### config.mk
export PLATFORM = sky130hd
export DESIGN_NAME = regfile_write_scheduler
export DESIGN_NICKNAME = d
export VERILOG_FILES = /design/src/rtl/regfile_write_scheduler.sv
export SDC_FILE = /design/constraint.sdc
export NUM_CORES = 1
export LEC_CHECK = 0
export ABC_AREA = 0
export CAP_MARGIN = 20
export CORE_MARGIN = 2
export CORE_UTILIZATION = 40
export CTS_BUF_LIST = sky130_fd_sc_hd__clkbuf_2 sky130_fd_sc_hd__clkbuf_4 sky130_fd_sc_hd__clkbuf_8
export CTS_CLUSTER_SIZE = 20
export DETAILED_ROUTE_END_ITERATION = 10
export HOLD_SLACK_MARGIN = 0.08
export PLACE_DENSITY = 0.79
export SYNTH_ARGS = -nofsm -noshare
export SYNTH_HDL_FRONTEND = slang
export SYNTH_SLANG_ARGS = --single-unit
export TNS_END_PERCENT = 50
### constraint.sdc
create_clock -name clk -period 2.2 [get_ports clk]
set_clock_uncertainty 0.2 [all_clocks]
set_input_delay 0.22 -clock clk [delete_from_list [all_inputs] [get_ports clk]]
set_output_delay 0.22 -clock clk [all_outputs]
set_load 0.01 [all_outputs]
### src/rtl/regfile_write_scheduler.sv
// Purpose: round-robin arbiter (ALU vs load writeback) for the single register-file write port, plus a pending-write scoreboard for issue hazards.
// Latency: a writeback granted at edge N drives the write port during cycle N+1; its pending bit reads clear from cycle N+2.
// Backpressure: the requester that is not granted sees ready low and holds valid/rd/data; issue_stall holds the decoded instruction.
//
// Ports:
//   clk, reset (async, active-low)
//   alu_wb_valid/rd/data -> alu_wb_ready      ALU writeback requester
//   mem_wb_valid/rd/data -> mem_wb_ready      load writeback requester
//   issue_valid, issue_writes_rd, issue_rs1/rs2/rd -> issue_stall   decode hazard check
//   register_write_valid, write_reg, reg_write_data                 register file write port
//   pending                                                         scoreboard, bit i = write to xi outstanding
module regfile_write_scheduler #(
  parameter int DATA_WIDTH = 32,
  parameter int ADDR_WIDTH = 5
) (
  input  logic                         clk,
  input  logic                         reset,
  input  logic                         alu_wb_valid,
  input  logic [ADDR_WIDTH-1:0]        alu_wb_rd,
  input  logic [DATA_WIDTH-1:0]        alu_wb_data,
  output logic                         alu_wb_ready,
  input  logic                         mem_wb_valid,
  input  logic [ADDR_WIDTH-1:0]        mem_wb_rd,
  input  logic [DATA_WIDTH-1:0]        mem_wb_data,
  output logic                         mem_wb_ready,
  input  logic                         issue_valid,
  input  logic                         issue_writes_rd,
  input  logic [ADDR_WIDTH-1:0]        issue_rs1,
  input  logic [ADDR_WIDTH-1:0]        issue_rs2,
  input  logic [ADDR_WIDTH-1:0]        issue_rd,
  output logic                         issue_stall,
  output logic                         register_write_valid,
  output logic [ADDR_WIDTH-1:0]        write_reg,
  output logic [DATA_WIDTH-1:0]        reg_write_data,
  output logic [(2**ADDR_WIDTH)-1:0]   pending
);

  localparam int NREG = 2**ADDR_WIDTH;

  typedef enum logic {
    SRC_ALU = 1'b0,
    SRC_MEM = 1'b1
  } src_e;

  src_e                  last_grant;
  logic                  grant_alu;
  logic                  grant_mem;
  logic                  xfer;
  logic [ADDR_WIDTH-1:0] xfer_rd;
  logic [DATA_WIDTH-1:0] xfer_data;
  logic                  xfer_writes;
  logic [NREG-1:0]       pending_set;
  logic [NREG-1:0]       pending_clr;
  logic [NREG-1:0]       pending_nxt;
  logic                  hit_rs1;
  logic                  hit_rs2;
  logic                  hit_rd;

  // Arbitration: a lone requester always wins; on a tie the source that
  // did not win last time is granted. Depends only on inputs and
  // last_grant, never on the write stage.
  always_comb begin
    grant_alu = alu_wb_valid && (!mem_wb_valid || (last_grant == SRC_MEM));
    grant_mem = mem_wb_valid && (!alu_wb_valid || (last_grant == SRC_ALU));
  end

  assign alu_wb_ready = grant_alu;
  assign mem_wb_ready = grant_mem;
  assign xfer         = grant_alu || grant_mem;
  assign xfer_rd      = grant_mem ? mem_wb_rd   : alu_wb_rd;
  assign xfer_data    = grant_mem ? mem_wb_data : alu_wb_data;
  // x0 writebacks are consumed but never reach the register file.
  assign xfer_writes  = xfer && (xfer_rd != '0);

  always_ff @(posedge clk or negedge reset) begin
    if (!reset) begin
      last_grant <= SRC_MEM;
    end else if (grant_alu) begin
      last_grant <= SRC_ALU;
    end else if (grant_mem) begin
      last_grant <= SRC_MEM;
    end
  end

  // Write stage: index/data hold their last value while not valid.
  always_ff @(posedge clk or negedge reset) begin
    if (!reset) begin
      register_write_valid <= 1'b0;
      write_reg            <= '0;
      reg_write_data       <= '0;
    end else begin
      register_write_valid <= xfer_writes;
      if (xfer_writes) begin
        write_reg      <= xfer_rd;
        reg_write_data <= xfer_data;
      end
    end
  end

  // Hazard check; x0 is never treated as pending.
  always_comb begin
    hit_rs1     = (issue_rs1 != '0) && pending[issue_rs1];
    hit_rs2     = (issue_rs2 != '0) && pending[issue_rs2];
    hit_rd      = issue_writes_rd && (issue_rd != '0) && pending[issue_rd];
    issue_stall = issue_valid && (hit_rs1 || hit_rs2 || hit_rd);
  end

  // Scoreboard update. The set term is applied after the clear term so a
  // new writer issuing on the same edge its older write retires keeps
  // the bit outstanding.
  always_comb begin
    pending_set = '0;
    pending_clr = '0;
    if (issue_valid && !issue_stall && issue_writes_rd) begin
      pending_set[issue_rd] = 1'b1;
    end
    if (register_write_valid) begin
      pending_clr[write_reg] = 1'b1;
    end
    pending_nxt    = (pending & ~pending_clr) | pending_set;
    pending_nxt[0] = 1'b0;
  end

  always_ff @(posedge clk or negedge reset) begin
    if (!reset) begin
      pending <= '0;
    end else begin
      pending <= pending_nxt;
    end
  end

endmodule

# After elaboration in Yosys (flattened, before gate mapping)
# Index checks and enable logic that the tools add are counted.
# totals
mem_count	0
romBits	0
ram_bits	0
latchBits	0
word_cells	56
reg_bits	70
# classes
multipliers	0
div_mod_pow	0
add_sub_neg	0
n_reduce_logical	25
muxes	16
magnitude_cmp	6
eq_ne	0
n_bitwise	4
shift	0
# ops
cell	count
2-to-1 mux 32 bit	3
bitwise AND 32 bit	1
NOT 32 bit	1
OR 32 bit	1
less-than comparator 5 x 6 -> 1 bit, second input constant	4
nonzero test 5 bit	4
binary-select mux 1 bit (select 5 bit)	3
logical AND 1 bit	12
demux 1 bit (select 5 bit)	2
greater-or-equal comparator 5 x 1 -> 1 bit, second input constant	2
2-to-1 mux 1 bit	7
logical OR 1 bit	5
2-to-1 mux 5 bit	1
zero test 1 bit	3
nonzero test 2 bit	1
NOT 1 bit	1

# Depth between registers and ports, before layout
# Gate-level depths: netlist of the first run.
# logic_depth
ltp_word	11
ltp_mapped	9

# Worst setup path before layout of the first run
# Ideal clock, no wire load.
# synth_timing
kind	register to output
from	register pending[9]
to	output port issue_stall
slack_ps	-211
t_arrival_ps	1991
stages_incl_launch_ff	8
cell_sequence	dfrtp_1 mux2_2 a221o_1 a222oi_1 a31o_2 nand4_2 buf_2 and2_1
# synth_via
elab_chain_len	6
elab_cells_between_ends	12
# synth_lines
item	line_no	rtl
start: declaration	35	output logic [(2**ADDR_WIDTH)-1:0] pending
start signal: assignment	128	pending <= pending_nxt;
binary-select mux 1 bit (select 5 bit) (on tied branches)	102, 103	
2-to-1 mux 1 bit (on tied branches)	102, 103	
logical AND 1 bit (on tied branches)	102, 103	
logical OR 1 bit	105	issue_stall = issue_valid && (hit_rs1 || hit_rs2 || hit_rd);
logical OR 1 bit (*)	105	
logical AND 1 bit (*)	105	
end: declaration	31	output logic issue_stall,
# Mark *: on every way between the ends. The rest lies on a longest branch, timed or not. The select of a mux whose other input is x is not followed.

# Worst setup path after layout of the first run
# layout_timing
from	register pending[29]
to	output port issue_stall
# The elaborated chain is that of the path after synthesis.

==> flow_metrics.py, run 1 <==
metrics = {
    "run_status": {
        "status": "complete, but fails checks",
        "failed_checks": "setup timing",
    },
    "route": {
        "wl_met3_mm": 1.481,
        "topRoutingLayerUsed": "met4",
        "finalWirelength_mm": 15.68,
        "drtIter0Drc": 321,
        "ant_nets": 0,
        "vias_per_cell": 5.707,
        "dr_wl_met2_mm": 7.863,
        "first_pass_iters": 5,
        "drc": 0,
        "wl_met1_mm": 5.646,
        "vias": 4617,
        "wire_per_inst_um": 19.39,
    },
    "yosys": {
        "synthArstFlopShare_pct": 100.0,
        "yosysWarningCount": 0,
        "synth_area_sq_um": 4066,
        "synth_most_common_cell": "dfrtp_1",
        "synth_cell_types": 43,
        "synth_common_cells": "dfrtp_1 (69), mux2i_1 (57), nor2_1 (44), nand2_1 (43), a21oi_1 (41)",
        "yosys-top-cells-area": "dfrtp_1 (42%), mux2i_1 (14%), mux4_2 (6.6%), a21oi_1 (5.0%), o21ai_0 (4.3%)",
        "postSynthCellCount": 431,
        "synth-seq-area-share_pct": 43.11,
        "yosys.area.top_type": "dfrtp_1",
        "synth.net_count": 526,
        "synth_ff_type": "dfrtp_1",
        "synth_top_area_share_pct": 42.46,
        "ys_seq_elements": 70,
        "synth_edf_count": 0,
        "avgSynthCellArea_sq_um": 9.435,
    },
    "cts": {
        "numCtsBuffers": 9,
        "clk_pin_slew_ns": 0.08,
        "clk_root_buffer_cell": "clkbuf_8",
        "h-tree-depth": 3,
        "cts_tree": "done",
        "cts_max_path_buffers": 2,
        "clock-sinks": 70,
        "clock_latency_ns": 0.34,
    },
    "worst_setup_path": {
        "end_kind": "output port",
        "critPathLaunchType": "register",
        "crit_type": "reg2out",
        "cp_max_fo": 3,
        "crit_family": "compound AO/OA/AOI/OAI gates",
        "arrival_ns": 2.33,
        "crit_buf_inv": 1,
        "cp.required_ns": 1.78,
        "critPathMaxStageDelay_ns": 0.43,
        "cp_slowest_cell": "dfrtp_1",
        "path_cells": "mux2_4 > a221o_1 > a222oi_1 > a31o_2 > nand4_4 > and2_4 > buf_6",
    },
    "floorplan": {
        "io_pins": 168,
        "die_h_um": 104.8,
        "rows": 36,
        "die_w_um": 104.8,
        "dieArea_sq_um": 10990,
        "core_sq_um": 9819,
        "start_util_pct": 41.41,
    },
    "final_layout": {
        "fin_area_sq_um": 6945,
        "antenna_cells": 0,
        "fin_util_pct": 70.73,
        "final_nets": 766,
        "syn_to_final_growth_pct": 70.80,
        "fin_cells": 809,
        "largest_reg_flops": 32,
        "drive_gt1_share_pct": 23.67,
        "fillCellCount": 739,
    },
    "grt": {
        "grtUsageTotal_pct": 28.05,
        "grt_first_pass_wirelength_mm": 23.94,
        "overflow": 0,
        "grt_pass1_vias": 4690,
        "grt_max_degree": 71,
        "grt_antenna_before_repair": 0,
    },
    "placed_design": {
        "dp_hpwl_mm": 11.66,
        "portBuffers": 166,
        "placed_area_sq_um": 6469,
        "dp.cells": 783,
        "gp_congestion": 1.003,
        "post-place-ws_ns": -0.9829,
    },
    "timing": {
        "fin_tns_setup_ns": -12.08,
        "fin_ws_ns": -0.5502,
        "grt_setup_unrepaired": "true",
        "period_share_pct": 125.0,
        "hold_violations": 0,
        "final-setup-viol-count": 32,
        "timing.final.crit_period_ns": 2.750,
        "drv_slew": 0,
        "timing.hold.ws_ns": 0.2472,
        "fmax_ghz": 0.3636,
    },
    "power_and_ir_drop": {
        "power.leakage_nw": 2.909,
        "pwr_density_cell_nw_per_um2": 986.5,
        "power.total_mw": 6.851,
        "max-vdd-ir-drop_mv": 0.3611,
    },
    "run": {
        "drv_cap": 0,
    },
    "min_path": {
        "worst_hold_path_type": "in2async",
    },
}
==> where the power goes <==
group	leakage, nW	switching, mW	internal (mW)	total [mW]
Sequential	0.809	0.433	1.70	2.13
Clock	0.0996	0.521	0.527	1.05
Combinational	2.00	1.59	2.08	3.67
==> worst paths after layout <==
path | start | to | slack (ns) | cells past startpoint
min in group clk | mem_wb_valid | last_grant | 0.26 | 3
max in group asynchronous | reset | last_grant | 1.22 | 3
worst min register to register | last_grant | last_grant | 0.32 | 2
worst max register to register | pending[29] | pending[4] | -0.48 | 9
worst max-delay path | pending[29] | issue_stall | -0.55 | 7
worst min-delay path | reset | pending[24] | 0.25 | 3
==> tightest hold or removal path, cell delays in order <==
cell           delay (ns)
dlygate4sd3_1        0.53
buf_2                0.13
buf_12               0.32
==> routing by layer <==
| metal | global-route usage, % | vias up |
|---|---|---|
| met4 | 15.14 | 0 |
| met2 | 48.05 | 322 |
| li1 | - | 2055 |
| met5 | 0 | - |
| met3 | 6.675 | 74 |
| met1 | 32.29 | 2166 |
==> cell families after synthesis <==
logic type      Yosys count  share of synthesized area (%)
flops                    70                          43.11
other cells               1                        0.09222
mux                      73                          21.78
compound gates          123                          16.55
buf+inv                  33                          3.415
simple gates            131                          15.05
==> cell type report <==
type                    instances  area [sq um]  share of cell area (%)
flip-flops and latches         70          1753                   25.24
repair buffers                258          2474                   35.62
inverters                       4         15.01                  0.2162
clock buffers                   9         123.9                   1.783
multi-input cells             328          2340                   33.69
clock inverters                 7         73.82                   1.063
well taps                     133         166.4                   2.396
==> cells in the final DEF (no fill, tap or decap), drive strengths merged, types with 10 or more instances in the layout <==
cell type      count
dfrtp             69
nor2              44
o21ai             64
nand3             14
clkbuf            10
a21oi             41
buf               92
clkdlybuf4s50    160
mux4              12
mux2i             57
nand2             43
==> repair_timing <==
item | CTS | global route
pin swaps | 2 | 18
cloned | 2 | 1
hold endpoints to repair | 70 | 0
endpoints found under the setup margin | 33 | 32
setup buffers | 3 | 3
gates resized for setup | 27 | 20
hold buffers | 1 | 0
No activity file was read; power rests on OpenSTA's default activity.
==> run 2, diff against run 1 <==
--- a/config.mk
+++ b/config.mk
@@ -13,7 +13,8 @@
 export CTS_CLUSTER_SIZE = 20
 export DETAILED_ROUTE_END_ITERATION = 10
 export HOLD_SLACK_MARGIN = 0.08
-export PLACE_DENSITY = 0.79
+export PLACE_DENSITY = 0.78
+export RECOVER_POWER = 100
 export SYNTH_ARGS = -nofsm -noshare
 export SYNTH_HDL_FRONTEND = slang
 export SYNTH_SLANG_ARGS = --single-unit
==> run 2 against run 1 <==
  * The run still ends with setup timing left
  * Worst hold slack gained 0.020 ns
  * Clock-buffer cell count rose by 4
  * Critical path depth unchanged
  * First-iteration DRC count decreased by 20%
  * Via count decreased by 2.8%
  * Register-to-register slack improved by 0.08 ns
  * Global-route usage decreased by 0.59 points
  * Non-clock buffer count fell by 3
  * Cell area decreased by 1.2%
==> flow_metrics.py, run 2 (synthesized netlist as in run 1, its figures left out) <==
metrics = {
    "floorplan": {
        "dieArea_sq_um": 10990,
        "rows": 36,
        "start_util_pct": 41.41,
        "die_h_um": 104.8,
        "io_pins": 168,
        "core_sq_um": 9819,
        "die_w_um": 104.8,
    },
    "final_layout": {
        "syn_to_final_growth_pct": 68.74,
        "final_nets": 763,
        "largest_reg_flops": 32,
        "drive_gt1_share_pct": 22.35,
        "fin_area_sq_um": 6862,
        "mostFrequentLayoutCells": "clkdlybuf4s50_1 (90), buf_4 (76), dlygate4sd3_1 (72)",
        "fillCellCount": 774,
        "fin_cells": 804,
        "multi_input_area_sq_um": 2344,
        "regArea_sq_um": 1753,
        "final_common_cell": "clkdlybuf4s50_1",
        "antenna_cells": 0,
    },
    "timing": {
        "timing.hold.ws_ns": 0.2676,
        "hold_violations": 0,
        "fmax_ghz": 0.3735,
        "drv_slew": 0,
        "final-setup-viol-count": 56,
        "grt_setup_unrepaired": "true",
        "period_share_pct": 121.7,
        "worstMarginPinSlew_ns": 1.404,
        "slew_headroom_pct": 6.419,
        "fin_tns_setup_ns": -11.06,
        "fin_ws_ns": -0.4771,
        "timing.final.crit_period_ns": 2.677,
    },
    "cts": {
        "clk_pin_slew_ns": 0.07,
        "h-tree-depth": 3,
        "numCtsBuffers": 9,
        "clk_root_buffer_cell": "clkbuf_8",
        "cts_tree": "done",
        "clock-sinks": 70,
        "cts_max_path_buffers": 2,
        "clock_latency_ns": 0.35,
    },
    "grt": {
        "grt_pass1_vias": 4506,
        "overflow": 0,
        "grt_max_degree": 50,
        "grt_first_pass_wirelength_mm": 23.40,
        "grt_antenna_before_repair": 0,
        "grtUsageTotal_pct": 27.47,
    },
    "placed_design": {
        "gp_congestion": 1.006,
        "dp.cells": 782,
        "post-place-ws_ns": -1.012,
        "portBuffers": 166,
        "placed_area_sq_um": 6461,
        "dp_hpwl_mm": 11.76,
    },
    "route": {
        "vias": 4486,
        "drtIter0Drc": 257,
        "first_pass_iters": 8,
        "drc": 0,
        "ant_nets": 0,
        "finalWirelength_mm": 15.48,
        "wire_per_inst_um": 19.25,
        "vias_per_cell": 5.580,
    },
    "worst_setup_path": {
        "arrival_ns": 2.26,
        "r2r_slack_ns": -0.40,
        "crit_type": "reg2out",
        "ff2ff_path_depth": 9,
        "cp-startpoint": "pending[29]",
        "worst-path-stages": 7,
        "critPathMaxStageDelay_ns": 0.43,
        "path_cells": "mux2_4 > a221o_1 > a222oi_1 > a31o_2 > nand4_4 > and2_4 > buf_6",
        "cp_max_fo": 4,
        "crit_family": "compound AO/OA/AOI/OAI gates",
        "rr_startpoint": "pending[29]",
        "crit_buf_inv": 1,
        "cp_slowest_cell": "dfrtp_1",
        "end_kind": "output port",
        "critPathLaunchType": "register",
        "cp.required_ns": 1.78,
    },
    "min_path": {
        "holdCritStartpoint": "mem_wb_valid",
        "worst_hold_path_type": "in2reg",
        "hold_path_depth": 3,
    },
    "run_status": {
        "failed_checks": "setup timing",
        "status": "complete, but fails checks",
    },
    "power_and_ir_drop": {
        "max-vdd-ir-drop_mv": 0.4686,
        "pwr_density_cell_nw_per_um2": 951.7,
        "power.leakage_nw": 2.871,
    },
    "run": {
        "drv_cap": 0,
    },
}
[run 2: cell types whose count changed in the layout (fill, tap and decap cells not counted), sizes merged]
cell           delta
bufinv            -1
dlygate4sd2       -1
clkdlybuf4s50    -70
buf               -9
dlygate4sd3      +71
inv               -1
clkinv            -4
clkbuf           +10
[run 2: routing by layer]
layer | global-route usage [%] | vias up | share of wire (%)
met3 | 7.049 | 45 | 8.3
met5 | 0 | - | 0
met4 | 11.24 | 0 | 3.3
met2 | 48.98 | 267 | 51
li1 | - | 2042 | -
met1 | 31.13 | 2132 | 37
[run 2: worst min-delay path: cells and delay by family]
family,cells,cell delay (ns)
simple gates,1,0.09
buf+inv,1,0.42
compound gates,1,0.08
[run 2: final cells by class]
type,count,share of cell area [%]
repair buffers,255,35.21
multi-input cells,328,34.15
flip-flops and latches,70,25.55
well taps,133,2.425
clock buffers,13,2.334
inverters,4,0.2188
clock inverters,1,0.1094
[run 2: power breakdown]
group	total [mW]	leakage, nW	switching, mW	internal (mW)
Combinational	3.47	1.98	1.57	1.90
Sequential	2.13	0.808	0.435	1.70
Clock	0.928	0.0858	0.462	0.466
[run 2: metrics by stage]
step / utilization [%] / total power [mW]
2_1_floorplan: - / 3.297
3_3_place_gp: 65.80 / 5.241
3_5_place_dp: 65.80 / 5.330
4_1_cts: 69.13 / 6.511
5_1_grt: 69.88 / 6.841
6_report: 69.88 / 6.530
[run 2: final timing paths]
| check | to |
|---|---|
| max in group asynchronous | pending[9] |
| min in group asynchronous | pending[26] |
| max | issue_stall |
| min | last_grant |
| max reg2reg | pending[4] |
| min reg2reg | reg_write_data[20] |
[run 2: timing repair]
action	4_1_cts	5_1_grt
endpoints found under the hold margin	69	0
setup endpoints to repair	33	32
hold buffers	1	0
cloned	2	1
resized for setup	24	24
setup buffers	3	1
pin swaps	2	9
==> run 3, diff against run 2 <==
--- a/config.mk
+++ b/config.mk
@@ -10,11 +10,12 @@
 export CORE_MARGIN = 2
 export CORE_UTILIZATION = 40
 export CTS_BUF_LIST = sky130_fd_sc_hd__clkbuf_2 sky130_fd_sc_hd__clkbuf_4 sky130_fd_sc_hd__clkbuf_8
+export CTS_CLUSTER_DIAMETER = 60
 export CTS_CLUSTER_SIZE = 20
 export DETAILED_ROUTE_END_ITERATION = 10
 export HOLD_SLACK_MARGIN = 0.08
 export PLACE_DENSITY = 0.78
-export RECOVER_POWER = 100
+export RECOVER_POWER = 25
 export SYNTH_ARGS = -nofsm -noshare
 export SYNTH_HDL_FRONTEND = slang
 export SYNTH_SLANG_ARGS = --single-unit
==> run 3 against run 2 <==
  * The run still ends with setup timing left
  * Via count fell by 0.27%
  * Wire length is 0.28% lower
  * Critical path depth unchanged
  * Sequential cell count unchanged
  * Register-to-register slack about the same
  * Final cell count stayed put
  * Worst hold slack got worse by 0.0071 ns
  * Largest power group unchanged
==> flow_metrics.py, run 3 (synthesized netlist as in run 1, its figures left out) <==
metrics = {
    "run_status": {
        "status": "complete, but fails checks",
        "failed_checks": "setup timing",
    },
    "grt": {
        "overflow": 0,
        "grt_first_pass_wirelength_mm": 23.40,
        "grt_pass1_vias": 4506,
        "grtUsageTotal_pct": 27.47,
        "grt_antenna_before_repair": 0,
        "grt_max_degree": 50,
    },
    "route": {
        "drc": 0,
        "wire_per_inst_um": 19.20,
        "vias_per_cell": 5.565,
        "drtIter0Drc": 301,
        "ant_nets": 0,
        "vias": 4474,
        "finalWirelength_mm": 15.44,
        "first_pass_iters": 7,
    },
    "timing": {
        "timing.final.crit_period_ns": 2.692,
        "timing.hold.ws_ns": 0.2605,
        "fin_ws_ns": -0.4917,
        "final-setup-viol-count": 32,
        "worstMarginPinSlew_ns": 1.388,
        "fmax_ghz": 0.3715,
        "period_share_pct": 122.3,
        "drv_slew": 0,
        "hold_violations": 0,
        "grt_setup_unrepaired": "true",
        "slew_headroom_pct": 7.448,
    },
    "final_layout": {
        "final_common_cell": "clkdlybuf4s50_1",
        "mostFrequentLayoutCells": "clkdlybuf4s50_1 (161), buf_4 (77), dfrtp_1 (69)",
        "fin_area_sq_um": 6902,
        "largest_reg_flops": 32,
        "antenna_cells": 0,
        "syn_to_final_growth_pct": 69.72,
        "drive_gt1_share_pct": 22.65,
        "final_nets": 763,
    },
    "cts": {
        "cts_tree": "done",
        "cts_max_path_buffers": 2,
        "clk_root_buffer_cell": "clkbuf_8",
        "h-tree-depth": 3,
        "numCtsBuffers": 9,
        "clock-sinks": 70,
        "clock_latency_ns": 0.36,
        "clk_pin_slew_ns": 0.07,
    },
    "worst_setup_path": {
        "end_kind": "output port",
        "rr_endpoint": "pending[4]",
        "rr_startpoint": "pending[28]",
        "critPathLaunchType": "register",
        "arrival_ns": 2.27,
        "crit_type": "reg2out",
        "cp_max_fo": 4,
        "r2r_slack_ns": -0.40,
        "ff2ff_path_depth": 9,
        "cp.required_ns": 1.78,
    },
    "placed_design": {
        "gp_congestion": 1.006,
        "portBuffers": 166,
        "placed_area_sq_um": 6461,
        "post-place-ws_ns": -1.012,
        "dp_hpwl_mm": 11.76,
    },
    "floorplan": {
        "rows": 36,
        "dieArea_sq_um": 10990,
        "core_sq_um": 9819,
        "die_h_um": 104.8,
        "die_w_um": 104.8,
        "start_util_pct": 41.41,
        "io_pins": 168,
    },
    "min_path": {
        "worst_hold_path_type": "in2reg",
        "min_to": "last_grant",
        "hold_path_depth": 3,
        "holdCritStartpoint": "mem_wb_valid",
    },
    "power_and_ir_drop": {
        "max-vdd-ir-drop_mv": 0.4743,
        "power.total_mw": 6.717,
        "pwr_density_cell_nw_per_um2": 973.3,
        "power.leakage_nw": 2.874,
    },
    "run": {
        "drv_cap": 0,
    },
}
run 3: changes by cell type in the layout (fill, tap and decap cells not counted), sizes merged:
cell | previous run | this run
clkbuf | 20 | 17
buf | 83 | 86
clkdlybuf4s50 | 90 | 161
dlygate4sd3 | 72 | 1
run 3: through the flow:
step	instances	util (%)	setup TNS [ns]
2_1_floorplan	431	-	-0.09679
3_3_place_gp	782	65.80	-21.47
3_5_place_dp	782	65.80	-22.59
4_1_cts	802	69.13	-8.912
5_1_grt	804	70.29	-13.92
6_report	804	70.29	-10.05
run 3: cell type report:
type                       count  area [sq um]
clock inverter                 1         7.507
clock buffer                  13         160.2
tap                          133         166.4
fill                         766          2918
multi-input combinational    328          2355
inverter                       4         15.01
sequential                    70          1753
timing repair buffer         255          2445
run 3: worst max-delay path by stage:
stage                           start  slack (ns)          end  cells after the start
after detailed placement  issue_rd[0]       -1.01  issue_stall                      8
after floorplan            pending[8]        -0.1  issue_stall                      7
after CTS                 pending[28]       -0.50  issue_stall                      7
final                     pending[28]       -0.49  issue_stall                      7
after global placement    issue_rd[0]        -1.0  issue_stall                      8
after global routing       pending[9]       -0.62  issue_stall                      7
run 3: critical path, cell delays in order (launching register included):
cell	delay, ns
dfrtp_1	0.43
mux2_4	0.29
a221o_1	0.30
a222oi_1	0.32
a31o_2	0.24
nand4_4	0.08
and2_4	0.15
buf_6	0.11
run 3: repair_timing:
action                                  4_1_cts  5_1_grt
buffers inserted                              3        1
gates cloned                                  2        1
pin swaps                                     2        9
resized for setup                            24       24
hold buffers                                  1        0
hold endpoints to repair                     69        0
endpoints found under the setup margin       33       32
run 3: report_power, final:
group / switching (mW) / leakage (nW) / internal (mW)
Sequential: 0.439 / 0.808 / 1.70
Combinational: 1.58 / 1.98 / 2.07
Clock: 0.464 / 0.0858 / 0.466
Total: 2.48 / 2.87 / 4.24
run 3: layer usage:
metal / global-route usage [%] / routed length [um]
met2: 48.98 / 7963
met5: 0 / 0
met3: 7.049 / 1410
met1: 31.13 / 5596
met4: 11.24 / 464
